<file path="src/rtl/sample_mul_share_arb_if.sv">
// Request/response bundle between HLS compute loops and the shared multiplier sequencer.
// master = requester/consumer side, slave = sample_mul_share_arb.
interface sample_mul_share_arb_if #(
  parameter int NUM_REQ    = 4,
  parameter int DATA_WIDTH = 11,
  parameter int ID_WIDTH   = 2
);
  logic [NUM_REQ-1:0]            req_valid;
  logic [NUM_REQ-1:0]            req_ready;
  logic [NUM_REQ*DATA_WIDTH-1:0] req_din0;
  logic [NUM_REQ*DATA_WIDTH-1:0] req_din1;
  logic                          rsp_valid;
  logic                          rsp_ready;
  logic [ID_WIDTH-1:0]           rsp_id;
  logic [DATA_WIDTH-1:0]         rsp_dout;
  logic                          busy;

  modport master (
    output req_valid, req_din0, req_din1, rsp_ready,
    input  req_ready, rsp_valid, rsp_id, rsp_dout, busy
  );

  modport slave (
    input  req_valid, req_din0, req_din1, rsp_ready,
    output req_ready, rsp_valid, rsp_id, rsp_dout, busy
  );
endinterface

</file>
<file path="src/rtl/sample_mul_share_arb.sv">
// Round-robin arbiter time-sharing one signed truncating multiplier among NUM_REQ
// requesters, with a MUL_LATENCY-deep globally stalled result pipeline.
module sample_mul_share_arb #(
  parameter int NUM_REQ     = 4,
  parameter int DATA_WIDTH  = 11,
  parameter int MUL_LATENCY = 1,
  parameter int ID_WIDTH    = 2
) (
  input  logic                   ap_clk,
  input  logic                   ap_rst,
  sample_mul_share_arb_if.slave  bus
);

  localparam int LAST = MUL_LATENCY - 1;

  logic [MUL_LATENCY-1:0] stage_valid_r;
  logic [ID_WIDTH-1:0]    stage_id_r   [MUL_LATENCY];
  logic [DATA_WIDTH-1:0]  stage_data_r [MUL_LATENCY];
  logic [ID_WIDTH-1:0]    ptr_r;

  logic                   advance_s;
  logic                   grant_found_s;
  logic [ID_WIDTH-1:0]    grant_s;
  logic [ID_WIDTH-1:0]    ptr_next_s;
  logic [NUM_REQ-1:0]     ready_s;
  logic                   accept_s;
  logic [DATA_WIDTH-1:0]  product_s;

  function automatic int rr_index(input logic [ID_WIDTH-1:0] p, input int k);
    int idx;
    idx = int'(p) + k;
    if (idx >= NUM_REQ) begin
      idx = idx - NUM_REQ;
    end else begin
      idx = idx;
    end
    return idx;
  endfunction

  // Full-width signed product, then keep the low DATA_WIDTH bits (wraps, never saturates).
  function automatic logic [DATA_WIDTH-1:0] mul_trunc(input logic [DATA_WIDTH-1:0] a,
                                                      input logic [DATA_WIDTH-1:0] b);
    logic signed [2*DATA_WIDTH-1:0] full;
    full = $signed({{DATA_WIDTH{a[DATA_WIDTH-1]}}, a}) *
           $signed({{DATA_WIDTH{b[DATA_WIDTH-1]}}, b});
    return full[DATA_WIDTH-1:0];
  endfunction

  // Round-robin search: scanning from the far end lets the nearest valid index to ptr win.
  always_comb begin
    grant_found_s = 1'b0;
    grant_s       = '0;
    for (int k = NUM_REQ - 1; k >= 0; k--) begin
      if (bus.req_valid[rr_index(ptr_r, k)]) begin
        grant_found_s = 1'b1;
        grant_s       = ID_WIDTH'(rr_index(ptr_r, k));
      end else begin
        grant_found_s = grant_found_s;
      end
    end
  end

  // Handshake, pointer update and operand selection for the granted requester.
  always_comb begin
    advance_s = !stage_valid_r[LAST] || bus.rsp_ready;
    ready_s   = '0;
    for (int i = 0; i < NUM_REQ; i++) begin
      ready_s[i] = advance_s && grant_found_s && (grant_s == ID_WIDTH'(i)) && !ap_rst;
    end
    accept_s  = |(bus.req_valid & ready_s);
    if (grant_s == ID_WIDTH'(NUM_REQ - 1)) begin
      ptr_next_s = '0;
    end else begin
      ptr_next_s = grant_s + ID_WIDTH'(1);
    end
    product_s = mul_trunc(bus.req_din0[int'(grant_s)*DATA_WIDTH +: DATA_WIDTH],
                          bus.req_din1[int'(grant_s)*DATA_WIDTH +: DATA_WIDTH]);
  end

  // Result pipeline and arbitration pointer; a stall freezes every stage including bubbles.
  always_ff @(posedge ap_clk or posedge ap_rst) begin
    if (ap_rst) begin
      stage_valid_r <= '0;
      ptr_r         <= '0;
      for (int s = 0; s < MUL_LATENCY; s++) begin
        stage_id_r[s]   <= '0;
        stage_data_r[s] <= '0;
      end
    end else if (advance_s) begin
      stage_valid_r[0] <= accept_s;
      if (accept_s) begin
        stage_id_r[0]   <= grant_s;
        stage_data_r[0] <= product_s;
        ptr_r           <= ptr_next_s;
      end
      for (int s = 1; s < MUL_LATENCY; s++) begin
        stage_valid_r[s] <= stage_valid_r[s-1];
        stage_id_r[s]    <= stage_id_r[s-1];
        stage_data_r[s]  <= stage_data_r[s-1];
      end
    end
  end

  assign bus.req_ready = ready_s;
  assign bus.rsp_valid = stage_valid_r[LAST];
  assign bus.rsp_id    = stage_id_r[LAST];
  assign bus.rsp_dout  = stage_data_r[LAST];
  assign bus.busy      = (|stage_valid_r) || (|bus.req_valid);

endmodule

</file>
<file path="src/flat_wrapper.sv">
// flat-port wrapper written by rule: the top's interface ports become plain ports
module sample_mul_share_arb_flat 
#(
  parameter int NUM_REQ     = 4,
  parameter int DATA_WIDTH  = 11,
  parameter int MUL_LATENCY = 1,
  parameter int ID_WIDTH    = 2
)
  (ap_clk, ap_rst, bus_req_valid, bus_req_din0, bus_req_din1, bus_rsp_ready, bus_req_ready, bus_rsp_valid, bus_rsp_id, bus_rsp_dout, bus_busy);
  sample_mul_share_arb_if #(.NUM_REQ(NUM_REQ), .DATA_WIDTH(DATA_WIDTH), .ID_WIDTH(ID_WIDTH)) bus_i ();
  input  logic ap_clk;
  input  logic ap_rst;
  input wire logic [$bits(bus_i.req_valid)-1:0] bus_req_valid;
  input wire logic [$bits(bus_i.req_din0)-1:0] bus_req_din0;
  input wire logic [$bits(bus_i.req_din1)-1:0] bus_req_din1;
  input wire logic [$bits(bus_i.rsp_ready)-1:0] bus_rsp_ready;
  output wire logic [$bits(bus_i.req_ready)-1:0] bus_req_ready;
  output wire logic [$bits(bus_i.rsp_valid)-1:0] bus_rsp_valid;
  output wire logic [$bits(bus_i.rsp_id)-1:0] bus_rsp_id;
  output wire logic [$bits(bus_i.rsp_dout)-1:0] bus_rsp_dout;
  output wire logic [$bits(bus_i.busy)-1:0] bus_busy;
  assign bus_i.req_valid = bus_req_valid;
  assign bus_i.req_din0 = bus_req_din0;
  assign bus_i.req_din1 = bus_req_din1;
  assign bus_i.rsp_ready = bus_rsp_ready;
  assign bus_req_ready = bus_i.req_ready;
  assign bus_rsp_valid = bus_i.rsp_valid;
  assign bus_rsp_id = bus_i.rsp_id;
  assign bus_rsp_dout = bus_i.rsp_dout;
  assign bus_busy = bus_i.busy;
  sample_mul_share_arb #(.NUM_REQ(NUM_REQ), .DATA_WIDTH(DATA_WIDTH), .MUL_LATENCY(MUL_LATENCY), .ID_WIDTH(ID_WIDTH)) u_core (.ap_clk(ap_clk), .ap_rst(ap_rst), .bus(bus_i));
endmodule
</file>
<file path="config.mk">
export PLATFORM = sky130hd
export DESIGN_NAME = sample_mul_share_arb_flat
export DESIGN_NICKNAME = d
export VERILOG_FILES = /design/src/rtl/sample_mul_share_arb_if.sv /design/src/rtl/sample_mul_share_arb.sv /design/src/flat_wrapper.sv
export SDC_FILE = /design/constraint.sdc
export NUM_CORES = 1
export LEC_CHECK = 0
export BUFFER_PORTS_ARGS = -buffer_cell sky130_fd_sc_hd__buf_2
export CAP_MARGIN = 20
export CORE_ASPECT_RATIO = 0.75
export CORE_MARGIN = 2
export CORE_UTILIZATION = 53
export DETAILED_ROUTE_END_ITERATION = 6
export PLACE_DENSITY = 0.83
export SLEW_MARGIN = 20
export SYNTH_ARGS = -nofsm -noshare
export SYNTH_HDL_FRONTEND = slang
export SYNTH_SLANG_ARGS = --single-unit
export TNS_END_PERCENT = 10
</file>
<file path="constraint.sdc">
create_clock -name ap_clk -period 7.8 [get_ports ap_clk]
set_input_delay 1.56 -clock ap_clk [delete_from_list [all_inputs] [get_ports ap_clk]]
set_output_delay 1.56 -clock ap_clk [all_outputs]
set_load 0.02 [all_outputs]
</file>
==> results.json <==
{
  "drc": 0,
  "clk_pin_slew_ns": 0.07,
  "cp-startpoint": "bus_req_valid[2]",
  "critPathLaunchType": "input pin",
  "fin_crit_ns": 7.44,
  "mappedNetlistArea_um2": 3480,
  "synth_nets": 580,
  "synthMuxAreaShare": 0.0410,
  "critical_path_class": "input pin to flip-flop",
  "synth_compound_area_frac": 0.140,
  "die_w_um": 97.5,
  "insertedDiodeCount": 0,
  "timing.rr.start": "u_core.ptr_r[1]$_DFFE_PP0P_",
  "synth_async_sr_flop_share": 1.00,
  "hold_path_class": "flip-flop to flip-flop",
  "fp-row-count": 25,
  "drtIter0Drc": 189,
  "finalHoldViolations": 0,
  "gp_congestion": 0.978,
  "synth.area.top_cells": "fa_1 (17%), ha_1 (14%), dfrtp_1 (12%), inv_1 (6.4%), a211oi_1 (6.3%)",
  "start_util": 0.550,
  "ios": 114,
  "utilization": 0.689,
  "synth_most_common_cell": "inv_1",
  "fin_tns_setup_ns": 0,
  "yosysSeqAreaShare": 0.115,
  "period_share": 0.953,
  "crit_fanout": 15,
  "fin_nets": 708,
  "portBuffers": 113,
  "grt_max_degree": 31,
  "grt_pass1_vias": 3553,
  "setup_viol": 0,
  "r2r_setup_slack_ns": 1.32,
  "htreeDepth": 1,
  "hpwlAfterDp_mm": 8.07,
  "min_from": "u_core.bus.rsp_id[1]$_DFFE_PP0P_",
  "worstPathArrival_ns": 7.54,
  "synthFlopType": "dfrtp_1",
  "rsz0062_at_grt": "false",
  "synth_cell_types": 40,
  "synth-xor-area-share": 0.0666,
  "max_cap_viol_count": 0,
  "worst_pin_slew_ns": 0.760,
  "wl_per_cell_um": 16.2,
  "drive_gt1_frac": 0.392,
  "yosys.area.top_type": "fa_1",
  "grt_usage": 0.274,
  "slew_headroom": 0.493,
  "cts_inserted_buffers": 3,
  "drtAntennaViolNets": 0,
  "grt_overflow": 0,
  "synth_simple_gate_area_share": 0.224,
  "cp_data_required_time_ns": 7.90,
  "status": "finished clean",
  "cts_root_buf": "clkbuf_8",
  "yosysTopAreaCellShare": 0.173,
  "cts_sinks": 16,
  "vias": 3492,
  "netlist_instances": 417,
  "die_h_um": 74.1,
  "max_freq_mhz": 134,
  "hold_slack_ns": 0.515,
  "synthToLayoutAreaGrowth_pct": 25.3,
  "synth_top_family_by_area": "adder cells",
  "via_per_inst": 5.59,
  "slew_violations": 0,
  "first_pass_iters": 5,
  "wl_mm": 10.1,
  "cts_tree": "done",
  "grt_pass1_wl_mm": 16.1,
  "synth_seq_cells": 16,
  "clock_latency_ns": 0.25,
  "synth-edff-count": 0,
  "core_area_um2": 6320,
  "yosysWarnings": 0,
  "endpoint_kind": "flip-flop",
  "synthTopCellsByCount": "inv_1 (59), nor2_1 (48), ha_1 (38)",
  "avgSynthCellArea_um2": 8.34,
  "clock_path_buffers": 2,
  "synth_fa_ha_area_frac": 0.310,
  "skew_ns": 0.00848,
  "antenna_found_initial": 1,
  "dieArea_um2": 7230
}
-- flip-flops by register name (all words and copies together), names as in the netlist --
name / flops
u_core.ptr_r: 2
u_core.bus.rsp_valid: 1
u_core.bus.rsp_dout: 11
u_core.bus.rsp_id: 2
-- critical path: stages --
cell and delay, ns:
buf_2 0.13, mux2i_1 0.14, nor2_1 0.05, or3_1 0.45
clkinv_4 0.15, buf_4 0.16, a211oi_1 0.07, a31o_2 0.27
or2_2 0.30, fa_1 0.50, inv_1 0.06, fa_1 0.50
inv_1 0.05, fa_1 0.47, inv_1 0.05, fa_1 0.53
inv_1 0.06, fa_1 0.46, xnor2_2 0.15, xnor2_1 0.14
xnor2_1 0.23, xnor2_2 0.17, xnor2_1 0.17, xnor2_1 0.19
xnor3_1 0.26, xnor3_1 0.20, a21oi_1 0.06
-- cell usage in the layout (no fill, tap or decap), types with 4 or more instances in the layout --
cell	count
nor2b_1	4
a211oi_1	28
xnor2_1	13
and3_1	30
or2_2	29
clkbuf_8	4
mux2_2	10
nor2_1	48
ha_1	38
nand2_1	26
a21oi_1	8
buf_2	114
inv_1	59
and2_1	4
a31o_2	12
fa_1	30
dfrtp_1	16
buf_4	28
-- routing by layer --
| metal | GRT usage | up-vias | share of wire |
|---|---|---|---|
| met5 | 0 | - | 0 |
| li1 | - | 1645 | - |
| met1 | 0.360 | 1655 | 0.43 |
| met4 | 0.0648 | 0 | 0.018 |
| met3 | 0.0545 | 24 | 0.093 |
| met2 | 0.479 | 168 | 0.46 |
-- through the flow --
stage / instance area, µm² / setup WS, ns / std cells
final: 4360 / 0.364 / 625
after global placement: 4230 / -0.100 / 615
after detailed placement: 4230 / -0.185 / 615
after global routing: 4360 / 0.0127 / 625
after floorplan: 3480 / 0.227 / 417
after CTS: 4280 / 0.0605 / 619
-- area by class of cell --
type,count,area [µm²]
Tap cell,81,101
Timing Repair Buffer,144,803
Multi-Input combinational cell,317,2750
Fill cell,511,1960
Sequential cell,16,400
Clock buffer,4,55.1
Timing Repair inverter,2,10.0
Inverter,61,239
-- final timing paths --
check | cells past startpoint | endpoint
setup / recovery | 27 | u_core.bus.rsp_dout[10]$_DFFE_PP0P_
hold / removal | 1 | u_core.bus.rsp_id[1]$_DFFE_PP0P_
setup reg to reg | 26 | u_core.bus.rsp_dout[10]$_DFFE_PP0P_
hold reg to reg | 1 | u_core.bus.rsp_id[1]$_DFFE_PP0P_
max in group asynchronous | 2 | u_core.bus.rsp_dout[8]$_DFFE_PP0P_
min in group asynchronous | 2 | u_core.bus.rsp_id[0]$_DFFE_PP0P_
-- cell families (layout without fill, tap and decap cells) --
group / count (synthesis) / count (layout)
simple gates: 152 / 152
buf+inv: 85 / 211
fa+ha+maj: 68 / 68
compound gates: 63 / 64
xor+xnor: 20 / 20
flops: 16 / 16
mux: 13 / 13
-- what timing repair did --
| action | in CTS | in global routing |
|---|---|---|
| resized for setup | 0 | 10 |
| buffers inserted | 0 | 2 |
| setup endpoints to repair | 0 | 1 |
| hold buffers | 0 | 0 |
Power is not shown: default switching activity piles up to over one toggle a cycle in this logic, so the estimate is an artifact.
